$ cat src/rtl/card_shoe.sv
// ============================================================================
// Module   : card_shoe
// Purpose  : Multi-deck card shoe with LFSR-driven in-place Fisher-Yates
//            shuffle and a ready/request deal port with card decode.
// Revision : 1.0 - initial release
// ============================================================================
`timescale 1ns/1ps
`default_nettype none

module card_shoe #(
    parameter  int          DECKS        = 1,
    parameter  logic [15:0] SEED         = 16'hACE1,
    parameter  int          RESHUFFLE_AT = 15,
    localparam int          N            = 52 * DECKS,
    localparam int          IW           = $clog2(N)
) (
    input  logic          clock,
    input  logic          resetn,
    input  logic          shuffle_req,
    input  logic          draw_req,
    output logic          ready,
    output logic          shuffling,
    output logic          card_valid,
    output logic [5:0]    card_id,
    output logic [3:0]    card_rank,
    output logic [1:0]    card_suit,
    output logic [3:0]    card_value,
    output logic [IW:0]   remaining,
    output logic          reshuffle_due
);

    localparam logic [15:0]   LFSR_INIT = (SEED == 16'h0000) ? 16'h0001 : SEED;
    localparam logic [15:0]   LFSR_TAPS = 16'hB400;
    localparam logic [IW-1:0] LAST      = IW'(N - 1);
    localparam logic [IW:0]   FULL      = (IW + 1)'(N);
    localparam logic [IW:0]   DUE_LEVEL = (IW + 1)'(RESHUFFLE_AT);

    typedef enum logic [1:0] {
        S_INIT = 2'd0,
        S_PICK = 2'd1,
        S_SWAP = 2'd2,
        S_DEAL = 2'd3
    } state_t;

    state_t          state_q, state_d;
    logic [5:0]      mem_q [N];
    logic [IW-1:0]   i_q, i_d, j_q, j_d, ptr_q, ptr_d, cnt_q, cnt_d;
    logic [IW:0]     rem_q, rem_d;
    logic [5:0]      init_id_q, init_id_d;
    logic [15:0]     lfsr_q, lfsr_d;
    logic            shuf_q;
    logic            valid_q, valid_d;
    logic [5:0]      cid_q, cid_d;
    logic [3:0]      rank_q, rank_d, value_q, value_d;
    logic [1:0]      suit_q, suit_d;

    logic [5:0]      w_id, w_base;
    logic [1:0]      w_suit;
    logic [3:0]      w_rank, w_value;
    logic [IW-1:0]   w_cand;
    logic [15:0]     w_lfsr_next;

    assign w_cand      = lfsr_q[IW-1:0];
    assign w_lfsr_next = {1'b0, lfsr_q[15:1]} ^ (lfsr_q[0] ? LFSR_TAPS : 16'h0000);
    assign w_id        = mem_q[ptr_q];

    // Card decode of the id at the deal pointer: suit = id/13, rank = id%13+1
    always_comb begin
        w_suit = 2'd0;
        w_base = 6'd0;
        if (w_id >= 6'd39) begin
            w_suit = 2'd3;
            w_base = 6'd39;
        end else if (w_id >= 6'd26) begin
            w_suit = 2'd2;
            w_base = 6'd26;
        end else if (w_id >= 6'd13) begin
            w_suit = 2'd1;
            w_base = 6'd13;
        end
        w_rank  = 4'(w_id - w_base) + 4'd1;
        w_value = (w_rank > 4'd10) ? 4'd10 : w_rank;
    end

    always_comb begin
        state_d   = state_q;
        i_d       = i_q;
        j_d       = j_q;
        ptr_d     = ptr_q;
        cnt_d     = cnt_q;
        rem_d     = rem_q;
        init_id_d = init_id_q;
        lfsr_d    = lfsr_q;
        valid_d   = 1'b0;
        cid_d     = cid_q;
        rank_d    = rank_q;
        suit_d    = suit_q;
        value_d   = value_q;
        case (state_q)
            S_INIT: begin
                if (cnt_q == LAST) begin
                    i_d     = LAST;
                    state_d = S_PICK;
                end else begin
                    cnt_d     = cnt_q + 1'b1;
                    init_id_d = (init_id_q == 6'd51) ? 6'd0 : init_id_q + 6'd1;
                end
            end
            S_PICK: begin
                lfsr_d = w_lfsr_next;
                if (w_cand <= i_q) begin
                    j_d     = w_cand;
                    state_d = S_SWAP;
                end
            end
            S_SWAP: begin
                if (i_q == IW'(1)) begin
                    ptr_d   = '0;
                    rem_d   = FULL;
                    state_d = S_DEAL;
                end else begin
                    i_d     = i_q - 1'b1;
                    state_d = S_PICK;
                end
            end
            S_DEAL: begin
                // Shuffle beats a simultaneous draw; an empty-shoe draw reshuffles
                if (shuffle_req) begin
                    i_d     = LAST;
                    state_d = S_PICK;
                end else if (draw_req) begin
                    if (rem_q != '0) begin
                        valid_d = 1'b1;
                        cid_d   = w_id;
                        rank_d  = w_rank;
                        suit_d  = w_suit;
                        value_d = w_value;
                        ptr_d   = ptr_q + 1'b1;
                        rem_d   = rem_q - 1'b1;
                    end else begin
                        i_d     = LAST;
                        state_d = S_PICK;
                    end
                end
            end
            default: state_d = S_INIT;
        endcase
    end

    always_ff @(posedge clock) begin
        if (!resetn) begin
            state_q   <= S_INIT;
            i_q       <= '0;
            j_q       <= '0;
            ptr_q     <= '0;
            cnt_q     <= '0;
            rem_q     <= '0;
            init_id_q <= '0;
            lfsr_q    <= LFSR_INIT;
            shuf_q    <= 1'b0;
            valid_q   <= 1'b0;
            cid_q     <= '0;
            rank_q    <= '0;
            suit_q    <= '0;
            value_q   <= '0;
        end else begin
            state_q   <= state_d;
            i_q       <= i_d;
            j_q       <= j_d;
            ptr_q     <= ptr_d;
            cnt_q     <= cnt_d;
            rem_q     <= rem_d;
            init_id_q <= init_id_d;
            lfsr_q    <= lfsr_d;
            shuf_q    <= (state_d != S_DEAL);
            valid_q   <= valid_d;
            cid_q     <= cid_d;
            rank_q    <= rank_d;
            suit_q    <= suit_d;
            value_q   <= value_d;
        end
    end

    // Card storage is not cleared on reset; INIT rewrites every entry
    always_ff @(posedge clock) begin
        if (resetn) begin
            if (state_q == S_INIT) begin
                mem_q[cnt_q] <= init_id_q;
            end else if (state_q == S_SWAP) begin
                mem_q[i_q] <= mem_q[j_q];
                mem_q[j_q] <= mem_q[i_q];
            end
        end
    end

    assign ready         = (state_q == S_DEAL);
    assign shuffling     = shuf_q;
    assign card_valid    = valid_q;
    assign card_id       = cid_q;
    assign card_rank     = rank_q;
    assign card_suit     = suit_q;
    assign card_value    = value_q;
    assign remaining     = rem_q;
    assign reshuffle_due = ready && (rem_q <= DUE_LEVEL);

endmodule

`default_nettype wire

$ cat config.mk
export PLATFORM = sky130hd
export DESIGN_NAME = card_shoe
export DESIGN_NICKNAME = d
export VERILOG_FILES = /design/src/rtl/card_shoe.sv
export SDC_FILE = /design/constraint.sdc
export NUM_CORES = 1
export LEC_CHECK = 0
export CAP_MARGIN = 10
export CORE_ASPECT_RATIO = 0.5
export CORE_UTILIZATION = 35
export DETAILED_ROUTE_END_ITERATION = 16
export HOLD_SLACK_MARGIN = 0.15
export SLEW_MARGIN = 25
export SYNTH_ARGS = -nofsm -noshare
export SYNTH_HDL_FRONTEND = slang
export SYNTH_SLANG_ARGS = --single-unit
$ cat constraint.sdc
create_clock -name clock -period 3.6 [get_ports clock]
set_input_delay 0.36 -clock clock [delete_from_list [all_inputs] [get_ports clock]]
set_output_delay 0.36 -clock clock [all_outputs]
set_load 0.01 [all_outputs]
==> results of run 1 <==
-- cells by family (layout without fill, tap and decap cells) --
family / count (synthesis) / in the layout / synth area share (%)
adder cells (fa/ha/maj): 19 / 19 / 0.979
other: 0 / 1 / 0
AND/OR/NAND/NOR: 295 / 295 / 5.53
flip-flops: 403 / 403 / 44.7
AO/OA/AOI/OAI: 182 / 182 / 4.63
multiplexers: 628 / 628 / 39.2
XOR/XNOR: 23 / 23 / 0.804
buffers and inverters: 193 / 443 / 4.17
-- through the flow --
stage / cells / setup WS, ns / cell area, sq um / util, % / hold slack, ns
6_report: 2939 / -0.593 / 30300 / 43.4 / 0.458
5_1_grt: 2938 / -0.688 / 30300 / 43.4 / 0.485
4_1_cts: 2933 / -0.509 / 30200 / 43.3 / 0.459
3_5_place_dp: 2846 / -0.740 / 28500 / 40.8 / 0.449
3_3_place_gp: 2846 / -0.641 / 28500 / 40.8 / 0.444
2_1_floorplan: 1743 / -0.103 / 25100 / - / 0.432
-- flip-flops by register name, summed over array words and instances (netlist names), named ones only --
signal and flops:
card_rank 4, j_q 6, card_suit 2, i_q 6
init_id_q 6, lfsr_q 16, card_id 6, cnt_q 6
state_q 2, card_valid 1, mem_q 312, shuffling 1
card_value 4, remaining 7, ptr_q 6
-- final timing paths --
check | start | endpoint | slack (ns)
setup / recovery | flop | card_value[2] | -0.59
hold / removal | lfsr_q[9] | lfsr_q[9] | 0.46
setup reg to reg | flop | card_value[2] | -0.59
hold reg to reg | lfsr_q[9] | lfsr_q[9] | 0.46
-- area by class of cell --
class                   count  share of cell area [%]
inverters                  19                   0.235
clock buffers              48                    3.82
repair buffers            351                    11.0
multi-input cells        1147                    43.1
flip-flops and latches    403                    37.0
well taps                 945                    3.90
clock inverters            25                   0.949
diodes                      1                 0.00825
-- layer usage --
layer | global-route usage [%] | part of all wire [%]
met5 | 0.926 | 0.17
met4 | 6.68 | 2.6
met3 | 7.87 | 13
met2 | 36.6 | 43
met1 | 35.0 | 41
-- where the power goes --
part | leakage, nW | total, mW | switching (mW) | internal [mW]
Sequential | 3.39 | 5.04 | 0.0271 | 5.01
Combinational | 6.33 | 0.708 | 0.435 | 0.274
Clock | 0.698 | 4.70 | 2.02 | 2.68
-- what timing repair did --
item,4_1_cts,5_1_grt
gates resized for setup,22,15
buffers inserted,12,5
gates cloned,3,0
endpoints found under the setup margin,6,19
pin swaps,16,15
-- cell usage in the layout (no fill, tap or decap), types with 14 or more instances in the layout --
| cell | synthesis | layout |
|---|---|---|
| mux2i_1 | 340 | 334 |
| edfxtp_1 | 312 | 312 |
| mux4_2 | 276 | 276 |
| buf_4 | 3 | 270 |
| nand2_1 | 114 | 114 |
| dfxtp_1 | 91 | 85 |
| nor2_1 | 70 | 69 |
| clkbuf_16 | 0 | 46 |
| buf_12 | 0 | 43 |
| o21ai_0 | 40 | 40 |
| clkdlybuf4s50_1 | 0 | 30 |
| a21oi_1 | 29 | 28 |
| o22ai_1 | 31 | 26 |
| nand3_1 | 25 | 23 |
| ha_1 | 18 | 16 |
| nand4_1 | 15 | 15 |
| a211oi_1 | 16 | 14 |
| inv_1 | 19 | 14 |
-- worst max-delay path, delay by kind of cell, from the launching register on --
kind,cells,cell delay [ns]
XOR/XNOR,3,0.52
multiplexers,1,0.57
adder cells (fa/ha/maj),3,0.75
buffers and inverters,5,0.54
AO/OA/AOI/OAI,4,1.01
AND/OR/NAND/NOR,2,0.21
flip-flops,1,0.46
==> reports/summary.txt, run 1 <==
Die height = 191 microns
Number of DRC markers in iteration 0 = 2540
Starting Density = 35.9%
Gpl congestion = 0.968
DRC Markers = 0
Cells after synthesis = 1743
Hold path depth = 2
Cell taking the most area after synthesis = edfxtp_1
Pleak = 10.4 nW
CP max stage delay = 0.57 ns
Clk slew on worst S/H paths = 0.06 ns
Failing checks = negative setup slack
Clk_skew = 0.0258 ns
Startpoint types = flop
Post-synth top cells = mux2i_1, edfxtp_1, mux4_2
Remaining Overflow, GRT = 0
Arr. time, crit path = 4.68 ns
H-tree depth = 2
Via count = 18.2k
Setup CP Type = flop to flop
CORE AREA = 0.0699 sq mm
FF-to-FF path depth = 18
Peak supply drop = 0.230 mV
Maxcap violations = 0
Register area = 0.0112 sq mm
Number of port buffers = 30
Die Wd = 380 microns
P&R area growth vs syn = 21.1%
CTS tree = yes
DR vias/cell = 6.20
Final WS setup = -0.593 ns
Avg Inst Size Synth = 14.4 sq um
Status = complete, but fails checks
Final setup TNS = -3.16 ns
Pwr dens = 344 mW/mm^2
Syn Std Cell Area = 0.0250 sq mm
Worst slew margin = 25.1%
Filler cell count = 6290
Min cycle time layout = 4.19 ns
Worst slew pin tran = 1.12 ns
RSZ-0062 raised after global routing = true
Critical path's slowest cell = mux4_2
Ratio of cells with drive above 1 in the final layout = 36.5%
Number of I/O pins = 31
Crit end category = flop
All-layer global routing usage = 24.8%
CP Cell Sequence = buf_8, buf_12, buf_12, mux4_2, a22oi_1, nand4_1, a22oi_2, buf_6, nor4_4, a311oi_4, ha_2, ha_4, inv_2, fa_2, xor2_2, xnor2_2, xnor2_2, a32o_1
Nets = 1987
Most used DFF post-synth = edfxtp_1
Final Hold Violating Endpoints = 0
Row cnt = 68
Tcrit/Tclk final = 116%
Bufs on Longest Clock Path = 3
Most frequent cell after synthesis = mux2i_1
Vias in the first global route = 17.7k
Largest cells by area after synthesis = edfxtp_1, mux4_2, mux2i_1, dfxtp_1, nand2_1
Die area = 0.0727 sq mm
# setup viols final = 6
F_max = 239 MHz
Final HPWL DP = 64500 microns
CP required = 4.08 ns
Synth Register Bits = 403
Drt total wl = 90000 microns
DR pass1 iterations = 5
CTS Hold Bufs = 0
ANT nets after route = 0
Initial antenna violation count = 7
Hold Crit Class = flop to flop
Final Max Slew Viols = 0
Fraction of registers with async set or reset after synthesis = 0%
Cts bufs inserted = 42
First-pass GRT wire length = 130000 microns
Power, Total = 10.4 mW
Post-synth EDFFs = 312
Root buf cell = clkbuf_16
Worst-Skew Late Latency = 0.59 ns
CTS sink cnt = 403
Post-Syn Nets = 1766
Largest net degree at the start of global routing = 53
Unique masters post-synth = 63
Largest fanout on the critical path = 7
DR WL/cell = 30.6 microns
Yosys warning count = 0
Sequential area share after synthesis = 44.7%
Share of the synthesized area in the top cell type = 37.4%
Area of the multi-input gates = 0.0131 sq mm
Power figures use the tool's default switching activity.
==> inputs of run 2 (changes only) <==
--- a/config.mk
+++ b/config.mk
@@ -14,3 +14,4 @@
 export SYNTH_ARGS = -nofsm -noshare
 export SYNTH_HDL_FRONTEND = slang
 export SYNTH_SLANG_ARGS = --single-unit
+export TNS_END_PERCENT = 30
==> constraint.sdc (replaced) <==
create_clock -name clock -period 5.05 [get_ports clock]
set_input_delay 0.505 -clock clock [delete_from_list [all_inputs] [get_ports clock]]
set_output_delay 0.505 -clock clock [all_outputs]
set_load 0.01 [all_outputs]
==> reports/summary.txt, run 2 (synthesized netlist as in run 1, its figures left out) <==
Status = finished clean
CTS Hold Bufs = 0 (unchanged)
Maxcap violations = 0 (unchanged)
Tcrit/Tclk final = 95.9% (-21 points)
P&R area growth vs syn = 11.6%
# setup viols final = 0 (-6)
DR pass1 iterations = 6 (+1)
Die area = 0.0727 sq mm (unchanged)
CTS sink cnt = 403 (unchanged)
Crit end category = flop
Largest fanout on the critical path = 35 (+28)
Placed cell area = 0.0266 sq mm (-6.6%)
Final instance area = 0.0280 sq mm (-7.9%)
Number of DRC markers in iteration 0 = 2465 (-3.0%)
Bufs on Longest Clock Path = 3 (unchanged)
Largest register FFs = 312 (unchanged)
Arr. time, crit path = 5.30 ns (+0.62 ns)
DR vias/cell = 6.38 (+2.8%)
Hold Crit Class = flop to flop
Worst slew pin tran = 1.09 ns (-0.0317 ns)
Clk_skew = 0.0252 ns (-0.000646 ns)
DRC Markers = 0 (unchanged)
ANT nets after route = 0 (unchanged)
Vias in the first global route = 16.5k (-6.9%)
Starting Density = 35.9% (unchanged)
Pleak = 9.14 nW (-12%)
Root buf cell = clkbuf_16
F_max = 206 MHz (-13%)
Worst R2R Setup Slack = 0.21 ns (+0.80 ns)
DR WL/cell = 31.4 microns (+2.7%)
Via count = 17.4k (-4.5%)
Largest net degree at the start of global routing = 53 (unchanged)
Critical path's slowest cell = a221oi_1
Final Max Slew Viols = 0 (unchanged)
Row cnt = 68 (unchanged)
Final HPWL DP = 60000 microns (-7.1%)
All-layer global routing usage = 23.6% (-1.3 points)
CP Cell Sequence = buf_12, mux4_2, mux2i_1, a221oi_1, a22oi_1, buf_4, a21oi_1, o22ai_1, a311oi_1, ha_1, ha_1, inv_1, fa_1, xor2_1, xnor2_1, xnor2_1, o21ai_1
Clk slew on worst S/H paths = 0.07 ns (about the same)
Ratio of cells with drive above 1 in the final layout = 27.1% (-9.4 points)
CORE AREA = 0.0699 sq mm (unchanged)
Most common cell after layout, fill and taps aside = mux2i_1
Gpl congestion = 1.01 (+4.9%)
Top reg by flops = mem_q
First-pass GRT wire length = 123000 microns (-5.3%)
Worst-Skew Late Latency = 0.60 ns (about the same)
Die Wd = 380 microns (unchanged)
Die height = 191 microns (unchanged)
Initial antenna violation count = 3 (-4)
Number of port buffers = 30 (unchanged)
Setup CP Type = flop to flop
Drt total wl = 85900 microns (-4.6%)
Nets = 1773 (-11%)
CP max stage delay = 0.65 ns (+0.08 ns)
Cts bufs inserted = 42 (unchanged)
RSZ-0062 raised after global routing = false
CTS tree = yes
Worst slew margin = 27.1% (+1.9 points)
Final setup TNS = 0 ns (+3.16 ns)
Number of I/O pins = 31 (unchanged)
Pwr dens = 253 mW/mm^2 (-27%)
Remaining Overflow, GRT = 0 (unchanged)
Peak supply drop = 0.218 mV (-4.9%)
Min cycle time layout = 4.84 ns (+0.652 ns)
Startpoint types = flop
Commonest cells after routing, fill and taps aside = mux2i_1, edfxtp_1, mux4_2
H-tree depth = 2 (unchanged)
Final Hold Violating Endpoints = 0 (unchanged)
CP required = 5.51 ns (+1.43 ns)
run 2: power breakdown:
part,leakage (nW),internal [mW],switching [mW]
logic,5.10,0.138,0.283
registers,3.39,3.57,0.0208
clock network,0.644,1.65,1.41
run 2: metal layers:
| metal | wire length, microns | vias up | track usage, % | share of wire (%) |
|---|---|---|---|---|
| met5 | 0 | - | 0 | 0 |
| met4 | 2350 | 0 | 6.61 | 2.7 |
| met3 | 11700 | 155 | 7.84 | 14 |
| met2 | 36400 | 1196 | 33.4 | 42 |
| met1 | 35400 | 9012 | 34.0 | 41 |
| li1 | - | 7057 | - | - |
run 2: worst max-delay path: cells and delay by family (launching register included):
family	cells	cell delay, ns
buffers and inverters	3	0.58
adder cells (fa/ha/maj)	3	0.81
XOR/XNOR	3	0.79
flip-flops	1	0.44
AO/OA/AOI/OAI	6	1.67
multiplexers	2	0.38
run 2: layout make-up:
class | instances | area [sq um]
Antenna cell | 4 | 10.0
Clock buffer | 55 | 1170
Clock inverter | 22 | 135
Fill cell | 6469 | 41900
Inverter | 19 | 71.3
Multi-Input combinational cell | 1147 | 12900
Sequential cell | 403 | 11200
Tap cell | 945 | 1180
Timing Repair Buffer | 137 | 1250
run 2: path summary, 6_finish.rpt:
kind / cells past startpoint / start / to
worst max-delay path: 17 / flop / card_value[3]
worst max register to register: 17 / flop / card_value[3]
worst min-delay path: 2 / lfsr_q[9] / lfsr_q[8]
worst min register to register: 2 / lfsr_q[9] / lfsr_q[8]
run 2: what timing repair did:
item                       4_1_cts  5_1_grt
gates resized for setup          0        1
setup buffers                    0        2
setup endpoints to repair        0        5
run 2: through the flow:
stage	instances	hold WS (ns)	setup WS, ns	util [%]	total power, mW
after floorplan	1743	0.432	1.08	-	3.91
after global placement	2649	0.438	0.275	38.1	4.07
after detailed placement	2649	0.448	0.223	38.1	4.07
after CTS	2726	0.457	0.196	40.0	7.07
after global routing	2728	0.473	0.123	40.0	7.23
final	2732	0.455	0.205	40.0	7.07
==> inputs of run 3 (changes only) <==
--- a/config.mk
+++ b/config.mk
@@ -9,6 +9,7 @@
 export CORE_ASPECT_RATIO = 0.5
 export CORE_UTILIZATION = 35
 export DETAILED_ROUTE_END_ITERATION = 16
+export DONT_BUFFER_PORTS = 1
 export HOLD_SLACK_MARGIN = 0.15
 export SLEW_MARGIN = 25
 export SYNTH_ARGS = -nofsm -noshare
==> constraint.sdc (replaced) <==
create_clock -name clock -period 4.9 [get_ports clock]
set_input_delay 0.49 -clock clock [delete_from_list [all_inputs] [get_ports clock]]
set_output_delay 0.49 -clock clock [all_outputs]
set_load 0.01 [all_outputs]
==> reports/summary.txt, run 3 (synthesized netlist as in run 1, its figures left out) <==
Number of I/O pins = 31 (unchanged)
Final instance area = 0.0277 sq mm (-0.90%)
Final Max Slew Viols = 0 (unchanged)
Hold path depth = 3 (+1)
Final WS setup = 0.259 ns (+0.0535 ns)
Final setup TNS = 0 ns (unchanged)
Worst R2R Setup Slack = 0.26 ns (+0.05 ns)
Vias in the first global route = 16.4k (-0.69%)
DR vias/cell = 6.39 (+0.17%)
Cts bufs inserted = 42 (unchanged)
DR pass1 iterations = 6 (unchanged)
F_max = 215 MHz (+4.4%)
Ratio of cells with drive above 1 in the final layout = 26.6% (-0.47 points)
Clk slew on worst S/H paths = 0.06 ns (about the same)
H-tree depth = 2 (unchanged)
Min cycle time layout = 4.64 ns (-0.204 ns)
Setup CP Type = flop to flop
Startpoint types = flop
Placed cell area = 0.0262 sq mm (-1.5%)
Remaining Overflow, GRT = 0 (unchanged)
RR Endpoint = card_value[2]
Hold Crit Class = primary input to flop
Row cnt = 68 (unchanged)
Root buf cell = clkbuf_16
P&R area growth vs syn = 10.6%
Top reg by flops = mem_q
Pre-CTS setup slack = 0.0555 ns (-0.168 ns)
ANT nets after route = 0 (unchanged)
RSZ-0062 raised after global routing = false
Largest register FFs = 312 (unchanged)
Die Wd = 380 microns (unchanged)
Maxcap violations = 0 (unchanged)
All-layer global routing usage = 23.2% (-0.32 points)
Most common cell after layout, fill and taps aside = mux2i_1
Pwr dens = 275 mW/mm^2 (+8.7%)
# setup viols final = 0 (unchanged)
Largest fanout on the critical path = 45 (+29%)
DRC Markers = 0 (unchanged)
CORE AREA = 0.0699 sq mm (unchanged)
Min-Delay Endpoint = card_value[1]
Starting Density = 35.9% (unchanged)
Clk_skew = 0.0221 ns (-0.00303 ns)
CTS tree = yes
Final HPWL DP = 58400 microns (-2.6%)
Worst-Skew Late Latency = 0.59 ns (about the same)
Pleak = 9.00 nW (-1.5%)
Worst slew margin = 26.3% (-0.76 points)
Hold Crit Start = resetn
Drt total wl = 84100 microns (-2.1%)
CTS sink cnt = 403 (unchanged)
Number of DRC markers in iteration 0 = 2506 (+1.7%)
Tcrit/Tclk final = 94.7% (-1.2 points)
Die height = 191 microns (unchanged)
CP Cell Sequence = buf_12, mux4_2, mux2i_1, a221oi_1, a22oi_2, a21oi_1, o22ai_1, a311oi_2, ha_1, ha_1, inv_1, fa_1, xor2_1, xnor2_1, xnor2_1, buf_4, a32o_1
Arr. time, crit path = 5.12 ns (-0.18 ns)
Nets = 1718 (-3.1%)
Largest net degree at the start of global routing = 53 (unchanged)
Peak supply drop = 0.223 mV (+2.2%)
Initial antenna violation count = 3 (unchanged)
CP max stage delay = 0.61 ns (-0.04 ns)
DR WL/cell = 31.4 microns (about the same)
Power, Total = 7.62 mW (+7.8%)
Crit end category = flop
Critical path's slowest cell = dfxtp_4
FF-to-FF path depth = 17 (unchanged)
Final Hold Violating Endpoints = 0 (unchanged)
Die area = 0.0727 sq mm (unchanged)
Status = finished clean
Number of port buffers = 0 (-100%)
First-pass GRT wire length = 123000 microns (-0.63%)
CP required = 5.38 ns (-0.13 ns)
Gpl congestion = 0.972 (-4.2%)
Bufs on Longest Clock Path = 3 (unchanged)
Via count = 17.1k (-1.9%)
Worst slew pin tran = 1.10 ns (+0.00986 ns)
Commonest cells after routing, fill and taps aside = mux2i_1, edfxtp_1, mux4_2
run 3: what timing repair did:
| item | CTS | global route |
|---|---|---|
| hold buffers | 1 | 0 |
| gates resized for setup | 0 | 3 |
| setup endpoints to repair | 0 | 5 |
| setup buffers | 0 | 0 |
| endpoints found under the hold margin | 21 | 0 |
run 3: layer usage:
metal	vias to the layer above	share of wire [%]	GRT usage (%)
li1	6952	-	-
met1	8981	41	33.0
met2	1023	44	35.2
met3	127	12	5.91
met4	2	2.5	6.23
met5	-	0.012	0
run 3: how the worst max path moves through the flow:
stage	end	slack, ns
3_5_place_dp	card_value[2]	0.06
4_1_cts	card_value[2]	0.04
3_3_place_gp	card_value[2]	0.15
2_1_floorplan	card_rank[3]	0.93
5_1_grt	card_value[2]	0.02
6_report	card_value[2]	0.26
run 3: area by class of cell:
cell class	instances	area [sq um]
tap	945	1180
antenna	2	5.00
clock buffer	58	1210
timing repair buffer	82	831
clock inverter	19	254
fill	6455	42200
inverter	19	71.3
multi-input combinational	1147	12900
sequential	403	11200
run 3: per-stage QoR:
step | util [%] | cells | hold WS, ns
6_report | 39.7 | 2675 | 0.180
5_1_grt | 39.7 | 2673 | 0.180
4_1_cts | 39.6 | 2673 | 0.158
3_5_place_dp | 37.5 | 2595 | 0.451
3_3_place_gp | 37.5 | 2595 | 0.441
2_1_floorplan | - | 1743 | 0.432
run 3: critical path, delay by kind of cell, from the launching register on:
kind / cells / cell delay (ns)
buffers and inverters: 3 / 0.57
AO/OA/AOI/OAI: 6 / 1.66
flip-flops: 1 / 0.61
multiplexers: 2 / 0.39
XOR/XNOR: 3 / 0.46
adder cells (fa/ha/maj): 3 / 0.80
run 3: where the power goes:
group / leakage (nW) / switching (mW) / internal (mW)
logic: 4.89 / 0.290 / 0.146
registers: 3.39 / 0.0182 / 3.68
clock network: 0.716 / 1.43 / 2.05
total: 9.00 / 1.74 / 5.88
